### config.mk
export PLATFORM = sky130hd
export DESIGN_NAME = bit_free_return
export DESIGN_NICKNAME = d
export VERILOG_FILES = /design/src/rtl/bit_free_return.sv
export SDC_FILE = /design/constraint.sdc
export NUM_CORES = 1
export LEC_CHECK = 0
export ABC_CLOCK_PERIOD_IN_PS = 5600
export CAP_MARGIN = 20
export CORE_ASPECT_RATIO = 0.5
export CORE_MARGIN = 2
export CORE_UTILIZATION = 38
export DETAILED_ROUTE_END_ITERATION = 16
export PLACE_DENSITY = 0.8
export SLEW_MARGIN = 25
export SYNTH_ARGS = -nofsm -noshare
export SYNTH_HDL_FRONTEND = slang
export SYNTH_SLANG_ARGS = --single-unit
### constraint.sdc
create_clock -name clk -period 5.6 [get_ports clk]
set_input_delay 1.12 -clock clk [delete_from_list [all_inputs] [get_ports clk]]
set_output_delay 1.12 -clock clk [all_outputs]
set_load 0.02 [all_outputs]
### src/rtl/bit_free_return.sv
// Free-slot bitmap owner for the 4-way bit allocator.
// Removes granted allocations, returns retired slots one cycle late,
// fills the bitmap chunk by chunk after reset/flush and flags protocol errors.
module bit_free_return #(
  parameter int WIDTH      = 32,
  parameter int CNTW       = 6,
  parameter int INIT_CHUNK = 8
) (
  input  logic             clk,
  input  logic             rst,
  input  logic             clkEn,
  input  logic             flush,
  input  logic [WIDTH-1:0] alloc0,
  input  logic [WIDTH-1:0] alloc1,
  input  logic [WIDTH-1:0] alloc2,
  input  logic [WIDTH-1:0] alloc3,
  input  logic [WIDTH-1:0] free0,
  input  logic [WIDTH-1:0] free1,
  input  logic [WIDTH-1:0] free2,
  input  logic [WIDTH-1:0] free3,
  output logic [WIDTH-1:0] bits,
  output logic [CNTW-1:0]  freeCnt,
  output logic             ready,
  output logic             errDoubleFree,
  output logic             errBadAlloc
);

  localparam int NCHUNK = WIDTH / INIT_CHUNK;
  localparam int PTRW   = (NCHUNK > 1) ? $clog2(NCHUNK) : 1;

  typedef enum logic {ST_INIT, ST_RUN} state_t;

  state_t           state_reg, state_next;
  logic [PTRW-1:0]  ptr_reg, ptr_next;
  logic [WIDTH-1:0] bits_reg, bits_next;
  logic [WIDTH-1:0] free_reg, free_next;
  logic [CNTW-1:0]  cnt_reg, cnt_next;
  logic             ready_reg, ready_next;
  logic             dbl_reg, dbl_next;
  logic             bad_reg, bad_next;

  logic [WIDTH-1:0] chunk_mask;
  logic [WIDTH-1:0] alloc_all, free_all;
  logic [WIDTH-1:0] alloc_ovl, free_ovl;
  logic             last_chunk;

  // One chunk-wide field of ones selected by the init pointer.
  for (genvar gi = 0; gi < NCHUNK; gi++) begin : g_chunk
    assign chunk_mask[gi*INIT_CHUNK +: INIT_CHUNK] = {INIT_CHUNK{ptr_reg == PTRW'(gi)}};
  end

  assign last_chunk = (ptr_reg == PTRW'(NCHUNK - 1));

  assign alloc_all = alloc0 | alloc1 | alloc2 | alloc3;
  assign free_all  = free0 | free1 | free2 | free3;
  // Any bit claimed by two ports at once.
  assign alloc_ovl = (alloc0 & (alloc1 | alloc2 | alloc3)) | (alloc1 & (alloc2 | alloc3)) | (alloc2 & alloc3);
  assign free_ovl  = (free0 & (free1 | free2 | free3)) | (free1 & (free2 | free3)) | (free2 & free3);

  function automatic logic [CNTW-1:0] popcount(input logic [WIDTH-1:0] v);
    logic [CNTW-1:0] c;
    c = '0;
    for (int i = 0; i < WIDTH; i++) c = c + CNTW'(v[i]);
    return c;
  endfunction

  // Next-state: flush beats init fill, which beats normal alloc/free traffic.
  always_comb begin
    state_next = state_reg;
    ptr_next   = ptr_reg;
    bits_next  = bits_reg;
    free_next  = free_reg;
    ready_next = ready_reg;
    dbl_next   = 1'b0;
    bad_next   = 1'b0;
    if (flush) begin
      state_next = ST_INIT;
      ptr_next   = '0;
      bits_next  = '0;
      free_next  = '0;
      ready_next = 1'b0;
    end else if (state_reg == ST_INIT) begin
      bits_next = bits_reg | chunk_mask;
      ptr_next  = ptr_reg + PTRW'(1);
      if (last_chunk) begin
        state_next = ST_RUN;
        ready_next = 1'b1;
        ptr_next   = '0;
      end
    end else if (clkEn) begin
      // Staged frees override a same-cycle allocation of the same slot.
      bits_next = (bits_reg & ~alloc_all) | free_reg;
      free_next = free_all;
      dbl_next  = (|(free_all & bits_reg)) | (|(free_all & free_reg)) | (|free_ovl);
      bad_next  = (|(alloc_all & ~bits_reg & ~free_reg)) | (|alloc_ovl);
    end
    cnt_next = popcount(bits_next);
  end

  // State register with synchronous active-low reset.
  always_ff @(posedge clk) begin
    if (!rst) begin
      state_reg <= ST_INIT;
      ptr_reg   <= '0;
      bits_reg  <= '0;
      free_reg  <= '0;
      cnt_reg   <= '0;
      ready_reg <= 1'b0;
      dbl_reg   <= 1'b0;
      bad_reg   <= 1'b0;
    end else begin
      state_reg <= state_next;
      ptr_reg   <= ptr_next;
      bits_reg  <= bits_next;
      free_reg  <= free_next;
      cnt_reg   <= cnt_next;
      ready_reg <= ready_next;
      dbl_reg   <= dbl_next;
      bad_reg   <= bad_next;
    end
  end

  assign bits          = bits_reg;
  assign freeCnt       = cnt_reg;
  assign ready         = ready_reg;
  assign errDoubleFree = dbl_reg;
  assign errBadAlloc   = bad_reg;

endmodule

==> flow_metrics.env, run 1 <==
export IMPL_finClkSkew_ns=0.005712
export IMPL_die_h_um=94.88
export IMPL_swShare_pct=33.91
export IMPL_numClockSinks=76
export IMPL_worstPathArrival_ns=6.30
export IMPL_rows=33
export IMPL_violations="setup timing"
export IMPL_yosysWarnings=0
export IMPL_coreArea_sq_mm=0.01627
export IMPL_p_leak_nw=4.247
export IMPL_hpwl_mm=31.88
export IMPL_wirelength_mm=37.92
export IMPL_start_util_pct=38.59
export IMPL_grt_pass1_vias=8699
export IMPL_yosys_area_share_simple_pct=30.24
export IMPL_clock_latency_ns=0.35
export IMPL_cts_tree="yes"
export IMPL_htree_levels=3
export IMPL_drtPass1Iterations=6
export IMPL_status="complete, but fails checks"
export IMPL_synth_top_cell_by_area="dfxtp_1"
export IMPL_cpLargestDelayFamily="adder cells"
export IMPL_hp_class="reg -> reg"
export IMPL_dieArea_sq_mm=0.01763
export IMPL_synth_edff_count=0
export IMPL_path_max_fanout=2
export IMPL_detail_route_wl_per_cell_um=25.61
export IMPL_nNetsFinal=1544
export IMPL_overflow=0
export IMPL_holdBufCountCts=0
export IMPL_min_period_ns=6.099
export IMPL_tns_ns=-1.532
export IMPL_synth_top_family_by_area="simple AND/OR/NAND/NOR gates"
export IMPL_ant_nets=0
export IMPL_synth_adder_area_share_pct=10.01
export IMPL_synth_compound_area_share_pct=29.56
export IMPL_vdd_ir_drop_max_mv=0.3479
export IMPL_crit_type="in -> reg"
export IMPL_worstHoldStart="ready$_SDFFE_PP0P_"
export IMPL_synth_xor_xnor_area_share_pct=0.2791
export IMPL_drcViolationCount=0
export IMPL_power_w=0.002080
export IMPL_die_w_um=185.8
export IMPL_netlist_area_sq_mm=0.006277
export IMPL_placement_io_buffers=300
export IMPL_synth_top_area_share_pct=24.24
export IMPL_cap_violations=0
export IMPL_clk_path_buf_depth=2
export IMPL_n_antenna_cell=0
export IMPL_internal_power_w=0.001375
export IMPL_syn_num_nets=1105
export IMPL_cts_buffers=9
export IMPL_drive_gt1_share_pct=23.44
export IMPL_synthCells=810
export IMPL_synthTopCellsByArea="dfxtp_1 24%, fa_1 7.7%, o31ai_1 7.5%"
export IMPL_placed_cell_area_sq_mm=0.01062
export IMPL_hold_viol=0
export IMPL_vias=9179
export IMPL_p_seq_share_pct=27.9
export IMPL_cpMostUsedCell="fa_2"
export IMPL_relSlewSlack_pct=40.60
export IMPL_grt_pass1_wl_mm=52.58
export IMPL_synth_avg_cell_area_sq_um=7.750
export IMPL_crit_required_ns=5.81
export IMPL_startpoint="alloc2[23]"
export IMPL_dominantRegCellSynth="dfxtp_1"
export IMPL_antenna_found_initial=0
export IMPL_synth_cell_types=49
export IMPL_p_per_area_mw_per_mm2=185.1
export IMPL_place_congestion=1.164
export IMPL_synth_most_common_cell="nor2_1"
export IMPL_initialDrtViolationCount=1254
export IMPL_clk_pin_slew_worst_paths_ns=0.06
export IMPL_seq_area_frac_synth_pct=24.24
export IMPL_async_flop_share_pct=0
export IMPL_io_pins=301
export IMPL_via_per_inst=6.198
export IMPL_worstMarginPinSlew_ns=0.8828
export IMPL_fin_ws_ns=-0.4986
export IMPL_combPwrFrac_pct=43.3
export IMPL_root_buffer="clkbuf_16"
export IMPL_synthTopCellsByCount="122 x nor2_1, 76 x dfxtp_1, 65 x o21ai_0, 63 x o31ai_1, 60 x nor3_1"
export IMPL_fin_area_sq_mm=0.01124
export IMPL_start_kind="input pin"
export IMPL_clock_fmax_ghz=0.1640
export IMPL_worstSetupEndpointType="flip-flop"
export IMPL_muxShareOfSynthArea_pct=1.435
export IMPL_critPathBufInv=4
export IMPL_critPathMaxStageDelay_ns=0.58
export IMPL_report_final_slew_viol_count=0
export IMPL_area_growth_pct=79.03
export IMPL_synth_seq_cells=76
export IMPL_rsz0062_at_grt="yes"
export IMPL_cpMaxStageDelayCell="fa_1"
export IMPL_path_cells="clkdlybuf4s15_2, nor4_4, o21ai_1, a311o_1, fa_1, fa_2, fa_2, fa_2, fa_1, inv_1, fa_1, ha_2, inv_2, fa_2, inv_1, a21o_1, a21oi_2, xor2_1, nor2_1"
export IMPL_grt_max_degree=53
export IMPL_r2r_start="ptr_reg[1]$_SDFFE_PP0N_"
export IMPL_setup_violations=5
export IMPL_power_switching_w=0.0007052
export IMPL_finalCritPeriodShare_pct=108.9
export IMPL_clockPowerShare_pct=28.9
export IMPL_track_usage_pct=41.44
layer usage:
metal  wire length [um]  vias to the layer above  GRT usage [%]
met2              15030                      665          57.47
li1                   -                     4101              -
met4                836                        2          8.530
met5                 62                        -          2.857
met3               5993                       88          19.32
met1              16000                     4323          57.78
worst register-to-register path: cells and delay by family (launching register included):
family	cells	cell delay, ns
AO/OA/AOI/OAI	3	0.25
XOR/XNOR	1	0.18
adder cells (fa/ha/maj)	9	3.76
buffers and inverters	6	0.44
flip-flops	1	0.39
AND/OR/NAND/NOR	3	0.50
placed cells by master, fill, tap and decap left out, types with 8 or more instances in the layout:
| cell type | netlist | final |
|---|---|---|
| clkdlybuf4s50_1 | 0 | 235 |
| buf_4 | 0 | 153 |
| nor2_1 | 122 | 121 |
| dfxtp_1 | 76 | 76 |
| o21ai_0 | 65 | 63 |
| o31ai_1 | 63 | 63 |
| nor3_1 | 60 | 52 |
| nand4_1 | 37 | 37 |
| nor4_1 | 49 | 34 |
| inv_1 | 35 | 29 |
| a22oi_1 | 24 | 24 |
| a211oi_1 | 22 | 22 |
| buf_2 | 5 | 22 |
| nand2_1 | 23 | 19 |
| a221oi_1 | 27 | 18 |
| fa_1 | 24 | 18 |
| or4_1 | 21 | 17 |
| and2_1 | 16 | 16 |
| dlygate4sd2_1 | 0 | 14 |
| a311o_1 | 12 | 12 |
| ha_1 | 11 | 10 |
| clkbuf_2 | 0 | 10 |
| nor4_4 | 0 | 9 |
| mux2i_1 | 9 | 9 |
| clkbuf_16 | 0 | 9 |
| a221oi_2 | 0 | 8 |
| nor3_2 | 0 | 8 |
| nand2b_1 | 14 | 8 |
worst paths after layout:
check / end / slack [ns] / cells past startpoint
setup / recovery: freeCnt[4]$_SDFF_PN0_ / -0.50 / 19
hold / removal: ready$_SDFFE_PP0P_ / 0.48 / 2
setup reg to reg: freeCnt[4]$_SDFF_PN0_ / -0.07 / 22
hold reg to reg: ready$_SDFFE_PP0P_ / 0.48 / 2
power groups by stage:
stage / logic [W] / registers (W) / clock network [W]
2_1_floorplan: 0.000346 / 0.000605 / 0
3_3_place_gp: 0.000813 / 0.000589 / 0
3_5_place_dp: 0.000832 / 0.000589 / 0
4_1_cts: 0.000871 / 0.000578 / 0.000600
5_1_grt: 0.000967 / 0.000580 / 0.000618
6_report: 0.000900 / 0.000579 / 0.000601
layout make-up:
type,instances,area (sq um)
Tap cell,227,284.0
Inverter,35,131.4
Fill cell,1394,5030
Clock buffer,9,225.2
Timing Repair Buffer,457,4106
Multi-Input combinational cell,670,4896
Clock inverter,7,73.82
Sequential cell,76,1521
cells by family (layout without fill, tap and decap cells):
group	Yosys count	after routing
buf+inv	64	508
simple gates	365	365
flops	76	76
compound gates	258	258
xor+xnor	2	2
fa+ha+maj	36	36
mux	9	9
per-stage QoR:
step	setup WS, ns	util, %	hold slack [ns]	cells
4_1_cts	-0.4863	68.89	0.4838	1477
5_1_grt	-0.6382	69.08	0.5202	1481
6_report	-0.4986	69.08	0.4775	1481
3_5_place_dp	-1.401	65.25	0.4677	1450
2_1_floorplan	-0.2941	-	0.4911	810
3_3_place_gp	-1.328	65.25	0.4543	1450
repair_timing:
action / in CTS / in global routing
pin swaps: 46 / 12
setup endpoints to repair: 6 / 5
gates cloned: 1 / 0
gates resized for setup: 226 / 37
buffers inserted: 10 / 3
Note: power is estimated with default switching activity, not from simulation.
==> run 2: changes to the inputs <==
Settings changed: HOLD_SLACK_MARGIN from default to 0.08, TNS_END_PERCENT from default to 10.
==> run 2 against run 1 <==
The flow still finishes with violations (setup timing). Die area stayed put. Core utilization is 0.74 points higher. Cell area is 1.1% higher. Critical path type unchanged. Critical endpoint unchanged. Largest cell class unchanged. Largest power group unchanged.
==> flow_metrics.env, run 2 (synthesis results as in run 1) <==
export IMPL_status="complete, but fails checks"
export IMPL_violations="setup timing"
export IMPL_p_seq_share_pct=27.8
export IMPL_internal_power_w=0.001379
export IMPL_hold_end="ready$_SDFFE_PP0P_"
export IMPL_overflow=0
export IMPL_start_util_pct=38.59
export IMPL_detail_route_wl_per_cell_um=25.90
export IMPL_dp_cells=1452
export IMPL_layout_commonest_cell="clkdlybuf4s50_1"
export IMPL_ant_nets=0
export IMPL_tns_ns=-1.711
export IMPL_antenna_found_initial=3
export IMPL_clock_fmax_ghz=0.1656
export IMPL_clock_latency_ns=0.35
export IMPL_cts_tree="yes"
export IMPL_drcViolationCount=0
export IMPL_finClkSkew_ns=0.008570
export IMPL_crit_required_ns=5.81
export IMPL_cap_violations=0
export IMPL_critPathBufInv=6
export IMPL_swShare_pct=33.84
export IMPL_worstPathArrival_ns=6.25
export IMPL_root_buffer="clkbuf_16"
export IMPL_worstSetupEndpointType="flip-flop"
export IMPL_final_cells=1502
export IMPL_cpMaxStageDelayCell="fa_1"
export IMPL_rows=33
export IMPL_path_max_fanout=3
export IMPL_rsz0062_at_grt="yes"
export IMPL_r2r_end="freeCnt[4]$_SDFF_PN0_"
export IMPL_wirelength_mm=38.90
export IMPL_report_final_slew_viol_count=0
export IMPL_clockPowerShare_pct=28.6
export IMPL_start_kind="input pin"
export IMPL_crit_type="in -> reg"
export IMPL_die_h_um=94.88
export IMPL_power_switching_w=0.0007055
export IMPL_ff2ff_setup_slack_ns=-0.21
export IMPL_drive_gt1_share_pct=22.53
export IMPL_holdPathStages=2
export IMPL_grt_max_degree=53
export IMPL_finalCritPeriodShare_pct=107.9
export IMPL_worstMarginPinSlew_ns=0.8942
export IMPL_combPwrFrac_pct=43.7
export IMPL_place_ws_ns=-1.321
export IMPL_initialDrtViolationCount=1376
export IMPL_worstHoldStart="ready$_SDFFE_PP0P_"
export IMPL_track_usage_pct=42.85
export IMPL_fin_ws_ns=-0.4405
export IMPL_nNetsFinal=1564
export IMPL_r2r_cells=20
export IMPL_critPathMaxStageDelay_ns=0.58
export IMPL_cpMostUsedCell="fa_1"
export IMPL_final_cell_mix="232 x clkdlybuf4s50_1, 174 x buf_4, 121 x nor2_1, 76 x dfxtp_1"
export IMPL_path_cells="clkdlybuf4s15_1, nor4_4, buf_4, nand2b_1, a221oi_2, nor3_2, fa_1, inv_2, fa_1, fa_1, fa_1, fa_1, inv_1, fa_1, ha_2, inv_2, fa_2, inv_1, a21o_1, a21oi_2, xor2_1, nor2_1"
export IMPL_grt_pass1_wl_mm=54.19
export IMPL_hpwl_mm=31.83
export IMPL_via_per_inst=6.302
export IMPL_coreArea_sq_mm=0.01627
export IMPL_hold_viol=0
export IMPL_die_w_um=185.8
export IMPL_r2r_start="state_reg$_SDFF_PP0_"
export IMPL_placement_io_buffers=300
export IMPL_vdd_ir_drop_max_mv=0.3822
export IMPL_clk_path_buf_depth=2
export IMPL_relSlewSlack_pct=40.39
export IMPL_final_core_util_pct=69.82
export IMPL_hold_slack_ns=0.4790
export IMPL_clk_pin_slew_worst_paths_ns=0.06
export IMPL_drtPass1Iterations=8
export IMPL_htree_levels=3
export IMPL_min_period_ns=6.040
export IMPL_hp_class="reg -> reg"
export IMPL_vias=9465
export IMPL_dieArea_sq_mm=0.01763
export IMPL_setup_violations=5
export IMPL_numClockSinks=76
export IMPL_cts_buffers=9
export IMPL_io_pins=301
export IMPL_p_per_area_mw_per_mm2=183.5
export IMPL_place_congestion=1.037
export IMPL_grt_pass1_vias=8785
export IMPL_p_leak_nw=4.349
export IMPL_area_growth_pct=80.94
export IMPL_cpLargestDelayFamily="adder cells"
run 2: changes by cell type in the layout (fill, tap and decap cells not counted), sizes merged:
cell / delta
inv: -2
clkbuf: -4
clkdlybuf4s50: -3
dlygate4sd2: +8
diode: +1
clkdlybuf4s15: +7
buf: +13
clkinv: +1
run 2: worst max path at each step:
stage | from | endpoint | slack [ns] | cells past startpoint
2_1_floorplan | alloc0[0] | freeCnt[4]$_SDFF_PN0_ | -0.37 | 20
3_3_place_gp | alloc0[11] | freeCnt[4]$_SDFF_PN0_ | -1.29 | 23
3_5_place_dp | alloc1[1] | freeCnt[4]$_SDFF_PN0_ | -1.32 | 22
4_1_cts | alloc3[15] | freeCnt[4]$_SDFF_PN0_ | -0.42 | 21
5_1_grt | alloc1[3] | freeCnt[4]$_SDFF_PN0_ | -0.61 | 23
6_report | alloc1[1] | freeCnt[4]$_SDFF_PN0_ | -0.44 | 22
run 2: area by class of cell:
cell class / count / area [sq um]
Inverter: 35 / 131.4
Sequential cell: 76 / 1521
Fill cell: 1324 / 4910
Clock inverter: 6 / 65.06
Clock buffer: 10 / 229.0
Antenna cell: 1 / 2.502
Multi-Input combinational cell: 670 / 4857
Timing Repair Buffer: 477 / 4268
Tap cell: 227 / 284.0
run 2: power groups by stage:
stage	logic (W)	registers, W	clock network (W)
after detailed placement	0.000850	0.000589	0
after global routing	0.000989	0.000580	0.000612
after floorplan	0.000341	0.000605	0
final	0.000910	0.000579	0.000595
after global placement	0.000831	0.000588	0
after CTS	0.000881	0.000577	0.000587
run 2: worst reg2reg max path, cell delays in order (launching register included):
cell and delay, ns:
dfxtp_1 0.62, inv_1 0.34, buf_4 0.29, a221oi_2 0.22, nor3_2 0.10, fa_1 0.52, inv_1 0.07, fa_1 0.57
fa_1 0.47, fa_1 0.50, fa_1 0.49, inv_1 0.05, fa_1 0.48, ha_2 0.20, inv_2 0.04, fa_2 0.33
inv_1 0.06, a21o_1 0.11, a21oi_2 0.05, xor2_1 0.14, nor2_1 0.05
run 2: per-layer routing:
metal	share of wire, %	global-route usage, %	routed length (um)	vias to the layer above
met1	40	60.13	15640	4472
met4	2.3	10.50	910	0
met5	0	0	0	-
met3	17	18.36	6631	94
met2	40	59.79	15720	769
li1	-	-	-	4130
run 2: metrics by stage:
step	total power (W)	instance area [sq um]
after global routing	0.002181	11360
final	0.002085	11360
after global placement	0.001419	10550
after detailed placement	0.001439	10550
after CTS	0.002045	11310
after floorplan	0.0009461	6292
run 2: timing repair:
action                     4_1_cts  5_1_grt
resized for setup              216       15
gates cloned                     1        0
pin swaps                       61       11
hold buffers                     0        0
buffers inserted                30        1
setup endpoints to repair        6        6
hold endpoints to repair         0        0
